File: src/rtl/conv_pkg.sv
// Shared defaults and pixel type for the convolution datapath (window buffer and adder tree).
package conv_pkg;
    localparam int unsigned BITWIDTH     = 8;
    localparam int unsigned FILTER_WIDTH = 3;
    localparam int unsigned IMAGE_WIDTH  = 28;
    localparam int unsigned IMAGE_HEIGHT = 28;

    typedef logic [BITWIDTH-1:0] pixel_t;
endpackage

File: src/rtl/line_buffer.sv
// One image row of pixel storage: asynchronous read and synchronous write at the same column index.
module line_buffer #(
    parameter int unsigned bitwidth = 8,
    parameter int unsigned depth    = 28,
    parameter int unsigned idx_w    = $clog2(depth)
) (
    input  logic                clock,
    input  logic                we,
    input  logic [idx_w-1:0]    idx,
    input  logic [bitwidth-1:0] wr_data,
    output logic [bitwidth-1:0] rd_data_c
);

    // Contents are never cleared; the owner gates stale rows out by position.
    logic [bitwidth-1:0] mem_q [depth];

    always_ff @(posedge clock) begin
        if (we) begin
            mem_q[idx] <= wr_data;
        end
    end

    assign rd_data_c = mem_q[idx];

endmodule

File: src/rtl/conv_window_buffer.sv
// Raster-stream sliding-window generator: line buffers plus a window shift register,
// emitting each unpadded filterWidth x filterWidth window with a stall-capable valid strobe.
module conv_window_buffer
    import conv_pkg::*;
#(
    parameter int unsigned bitwidth    = BITWIDTH,
    parameter int unsigned filterWidth = FILTER_WIDTH,
    parameter int unsigned imageWidth  = IMAGE_WIDTH,
    parameter int unsigned imageHeight = IMAGE_HEIGHT
) (
    input  logic                clock,
    input  logic                reset,
    input  logic [bitwidth-1:0] pixelIn,
    input  logic                pixelValid,
    output logic                pixelReady,
    output logic [bitwidth-1:0] window [filterWidth-1:0][0:filterWidth-1],
    output logic                windowValid,
    input  logic                windowAccept,
    output logic                frameDone
);

    localparam int unsigned COL_W = $clog2(imageWidth);
    localparam int unsigned ROW_W = $clog2(imageHeight);
    localparam int unsigned LAST  = filterWidth - 1;

    logic [bitwidth-1:0] win_q [filterWidth-1:0][0:filterWidth-1];
    logic [bitwidth-1:0] win_d [filterWidth-1:0][0:filterWidth-1];
    logic [COL_W-1:0]    col_q, col_d;
    logic [ROW_W-1:0]    row_q, row_d;
    logic                valid_q, valid_d;
    logic                done_q, done_d;
    logic                accept_c;
    logic [bitwidth-1:0] lb_rd_c [filterWidth-1];

    // Buffer 0 holds the oldest row; each accept shifts the column down one buffer.
    for (genvar r = 0; r < filterWidth - 1; r++) begin : g_lb
        logic [bitwidth-1:0] wr_data;
        if (r == filterWidth - 2) begin : g_last
            assign wr_data = pixelIn;
        end else begin : g_mid
            assign wr_data = lb_rd_c[r+1];
        end

        line_buffer #(
            .bitwidth (bitwidth),
            .depth    (imageWidth),
            .idx_w    (COL_W)
        ) u_lb (
            .clock     (clock),
            .we        (accept_c),
            .idx       (col_q),
            .wr_data   (wr_data),
            .rd_data_c (lb_rd_c[r])
        );
    end

    always_comb begin
        win_d      = win_q;
        col_d      = col_q;
        row_d      = row_q;
        valid_d    = valid_q;
        done_d     = done_q;
        pixelReady = !valid_q || windowAccept;
        accept_c   = pixelValid && pixelReady;

        if (accept_c) begin
            for (int unsigned r = 0; r < filterWidth; r++) begin
                for (int unsigned c = 0; c < LAST; c++) begin
                    win_d[r][c] = win_q[r][c+1];
                end
            end
            for (int unsigned r = 0; r < LAST; r++) begin
                win_d[r][LAST] = lb_rd_c[r];
            end
            win_d[LAST][LAST] = pixelIn;

            valid_d = (row_q >= ROW_W'(LAST)) && (col_q >= COL_W'(LAST));
            done_d  = valid_d && (row_q == ROW_W'(imageHeight - 1))
                              && (col_q == COL_W'(imageWidth - 1));

            if (col_q == COL_W'(imageWidth - 1)) begin
                col_d = '0;
                row_d = (row_q == ROW_W'(imageHeight - 1)) ? '0 : row_q + ROW_W'(1);
            end else begin
                col_d = col_q + COL_W'(1);
            end
        end else if (windowAccept) begin
            valid_d = 1'b0;
            done_d  = 1'b0;
        end
    end

    always_ff @(posedge clock) begin
        if (reset) begin
            for (int unsigned r = 0; r < filterWidth; r++) begin
                for (int unsigned c = 0; c < filterWidth; c++) begin
                    win_q[r][c] <= '0;
                end
            end
            col_q   <= '0;
            row_q   <= '0;
            valid_q <= 1'b0;
            done_q  <= 1'b0;
        end else begin
            win_q   <= win_d;
            col_q   <= col_d;
            row_q   <= row_d;
            valid_q <= valid_d;
            done_q  <= done_d;
        end
    end

    always_comb begin
        for (int unsigned r = 0; r < filterWidth; r++) begin
            for (int unsigned c = 0; c < filterWidth; c++) begin
                window[r][c] = win_q[r][c];
            end
        end
    end

    assign windowValid = valid_q;
    assign frameDone   = done_q;

endmodule
File: config.mk
export PLATFORM = sky130hd
export DESIGN_NAME = conv_window_buffer
export DESIGN_NICKNAME = d
export VERILOG_FILES = /design/src/rtl/conv_pkg.sv /design/src/rtl/line_buffer.sv /design/src/rtl/conv_window_buffer.sv
export SDC_FILE = /design/constraint.sdc
export NUM_CORES = 1
export LEC_CHECK = 0
export CAP_MARGIN = 20
export CORE_MARGIN = 2
export CORE_UTILIZATION = 55
export CTS_CLUSTER_DIAMETER = 40
export CTS_CLUSTER_SIZE = 30
export DETAILED_ROUTE_END_ITERATION = 8
export DONT_BUFFER_PORTS = 1
export GPL_ROUTABILITY_DRIVEN = 0
export GPL_TIMING_DRIVEN = 0
export PLACE_DENSITY = 0.78
export SETUP_SLACK_MARGIN = 0.05
export SYNTH_ARGS = -nofsm -noshare
export SYNTH_HDL_FRONTEND = slang
export SYNTH_SLANG_ARGS = --single-unit
File: constraint.sdc
create_clock -name clock -period 2.9 [get_ports clock]
set_input_delay 0.29 -clock clock [delete_from_list [all_inputs] [get_ports clock]]
set_output_delay 0.29 -clock clock [all_outputs]
set_load 0.1 [all_outputs]
==> results.md <==
* Area after DPL at 21900 µm²
* Fin crit share at 1.00
* Crit. End Element: flop
* VDD IR max at 0.000396 V
* Share of layout cells above drive strength 1 at 0.198
* Cell count after synthesis at 1226
* Initial core utilization at 0.554
* FF-to-FF Start: windowValid
* Die Footprint at 39300 µm²
* Area delta synth->final at 15.2%
* Syn nets at 1244
* Max Cap Viol at 0
* Final Instance Count excl. Fillers at 1869
* CP Data Arrival Time at 3.17 ns
* Utilization after layout at 0.639
* Initial DRC count at 1371
* Clk_lat worst skew at 0.57 ns
* Internal reg-to-reg setup slack at -0.005 ns
* Total number of vias at 11600
* Final wirelength at 48.0 mm
* Final net count at 1338
* Commonest non-fill, non-tap cell in the layout: edfxtp_1
* Placement Setup Slack at -0.402 ns
* Min-Delay Endpoint: g_lb[1].u_lb.mem_q[25][7]
* Clk_skew at 0.0256 ns
* Total GRT Usage at 0.244
* Leakage power at 0.00755 µW
* Worst R2R Path Depth at 6
* Crit Path Category: reg -> reg
* Number of global-route vias before repair at 11300
* Hold/Removal Path Class: in -> reg
* Final WS setup at -0.00471 ns
* DP HPWL at 30.4 mm
* Synthesized cell area at 20700 µm²
* Crit path cell chain: a21oi_1 > clkbuf_2 > buf_6 > nand2_1 > nor2_2 > buf_16
* Setup crit start kind: flop
* Synth top area cells: edfxtp_1 65%, dfxtp_1 8.6%, mux4_2 6.5%, mux2i_1 4.8%, nand2_1 2.5%
* Worst slew pin tran at 1.14 ns
* Core Box Area at 37400 µm²
* Antenna violations before repair at 0
* Tmin final at 2.90 ns
* Final setup fails at 3
* IO Pins at 87
* RSZ-0062 raised after global routing: yes
* Slowest stage cell, crit path: nor2_2
* Synthesized area per cell at 16.9 µm²
* Async SR Flop Fraction at 0
* Largest area contributor in the netlist: edfxtp_1
* Clk buf depth at 3
* Largest net degree at the start of global routing at 30
* Fin area at 23900 µm²
* First-pass GRT wire length at 69.8 mm
* Total placed cells including tap cells at 1762
* Buffers & Inverters on Critical Path at 3
* Per-cell routed wire length at 25.7 µm
* ANT nets after route at 0
* DRC violations left at 0
* Crit-path max cell delay at 0.60 ns
* Hold Path Cell Cnt at 1
* Min-delay src: pixelIn[7]
* Final Hold Viols at 0
* #FFs+latches synth at 537
* Commonest non-fill, non-tap cells in the layout: 448 x edfxtp_1, 139 x nand2_1, 100 x mux2i_1
* CTS root buffer: clkbuf_16
* Seq/Total Area, Yosys at 0.735
* PwrDens at 704 nW/µm²
* Synth cell types at 59
* Fmax at 0.344 GHz
* Setup TNS at -0.0134 ns
* Data required, critical path at 3.17 ns
* Clock Sinks at 537
* Cts bufs inserted at 46
* Fin. max-slew vios at 0
* Grt ovf at 0
* Slew Limit Headroom at 0.239
* H-tree Lvls at 2
* RR Endpoint: g_lb[1].u_lb.mem_q[0][2]
* TritonCTS clock tree: built
* Outcome: finished with violations
* Top_reg_cell synth: edfxtp_1
* Synth warn at 0
* Die X at 198 µm
* Drt first pass iters at 6
* CTS clk-pin slew, worst paths at 0.08 ns
* Failing checks: setup timing
* PortBufs at 0
* Crit-path leading delay family: buffers and inverters
* N_diodes at 0
* CP Max Fanout at 10
* Row count at 71
* Chip height at 198 µm
* Synth top area share at 0.649
* Post-synth EDFFs at 448
* Vias/cell at 6.22
layer usage:
layer / up-vias / track usage / routed length (µm)
li1: 4983 / - / -
met1: 5859 / 0.330 / 18200
met2: 651 / 0.403 / 23600
met3: 131 / 0.0416 / 4550
met4: 0 / 0.0858 / 1690
met5: - / 0 / 0
repair_timing:
item,4_1_cts,5_1_grt
setup endpoints to repair,372,167
hold buffers,9,0
pin swaps,2,1
gates cloned,1,0
resized for setup,11,11
buffers inserted,2,3
hold endpoints to repair,233,0
logic make-up (layout without fill, tap and decap cells):
kind of cell,count (synthesis),after routing,synth area share
AO/OA/AOI/OAI,176,176,0.0581
multiplexers,170,170,0.122
adder cells (fa/ha/maj),6,6,0.00362
buffers and inverters,80,211,0.0255
AND/OR/NAND/NOR,255,256,0.0555
flip-flops,537,537,0.735
XOR/XNOR,2,2,0.000845
report_power, final:
group,switching [µW],total (µW),internal [µW]
clock,2910,6550,3630
combinational,767,1290,519
sequential,412,8980,8570
through the flow:
| step | hold WS, ns | power (µW) |
|---|---|---|
| floorplan | 0.389 | 9870 |
| global placement | 0.391 | 10200 |
| detailed placement | 0.391 | 10300 |
| CTS | 0.00422 | 16800 |
| global route | 0.0139 | 17200 |
| finish | 0.0270 | 16800 |
synthesized netlist by cell type (10+ instances only):
master and count:
a22o_1 11, a21oi_1 74, nor2_1 45, clkbuf_1 28, mux4_2 60, and3_1 10, a31oi_1 12, edfxtp_1 448
buf_2 14, nor2b_1 18, a22oi_1 29, dfxtp_1 89, nand3_1 12, mux2i_1 100, nand2_1 139, buf_6 15
state kept, by name (all words and copies together) (netlist names), named ones only:
name / count
window: 72
windowValid: 1
frameDone: 1
col_q: 5
g_lb.u_lb.mem_q: 448
row_q: 5
worst max path at each step:
stage | end | depth (start not counted) | startpoint
finish | g_lb[1].u_lb.mem_q[0][2] | 6 | windowValid
global route | g_lb[1].u_lb.mem_q[4][7] | 6 | windowValid
CTS | g_lb[0].u_lb.mem_q[20][6] | 7 | flop
detailed placement | g_lb[1].u_lb.mem_q[26][6] | 4 | windowValid
global placement | g_lb[1].u_lb.mem_q[3][2] | 4 | windowValid
floorplan | g_lb[0].u_lb.mem_q[12][0] | 5 | windowValid
layout make-up:
class                   count  area [µm²]
flip-flops and latches    537       15200
plain buffers              73         508
repair buffers             45         687
clock buffers              56        1280
well taps                 511         639
multi-input cells         610        5140
clock inverters            30         367
inverters                   7        26.3
fillers                  2471       13500
Power figures use the tool's default switching activity.
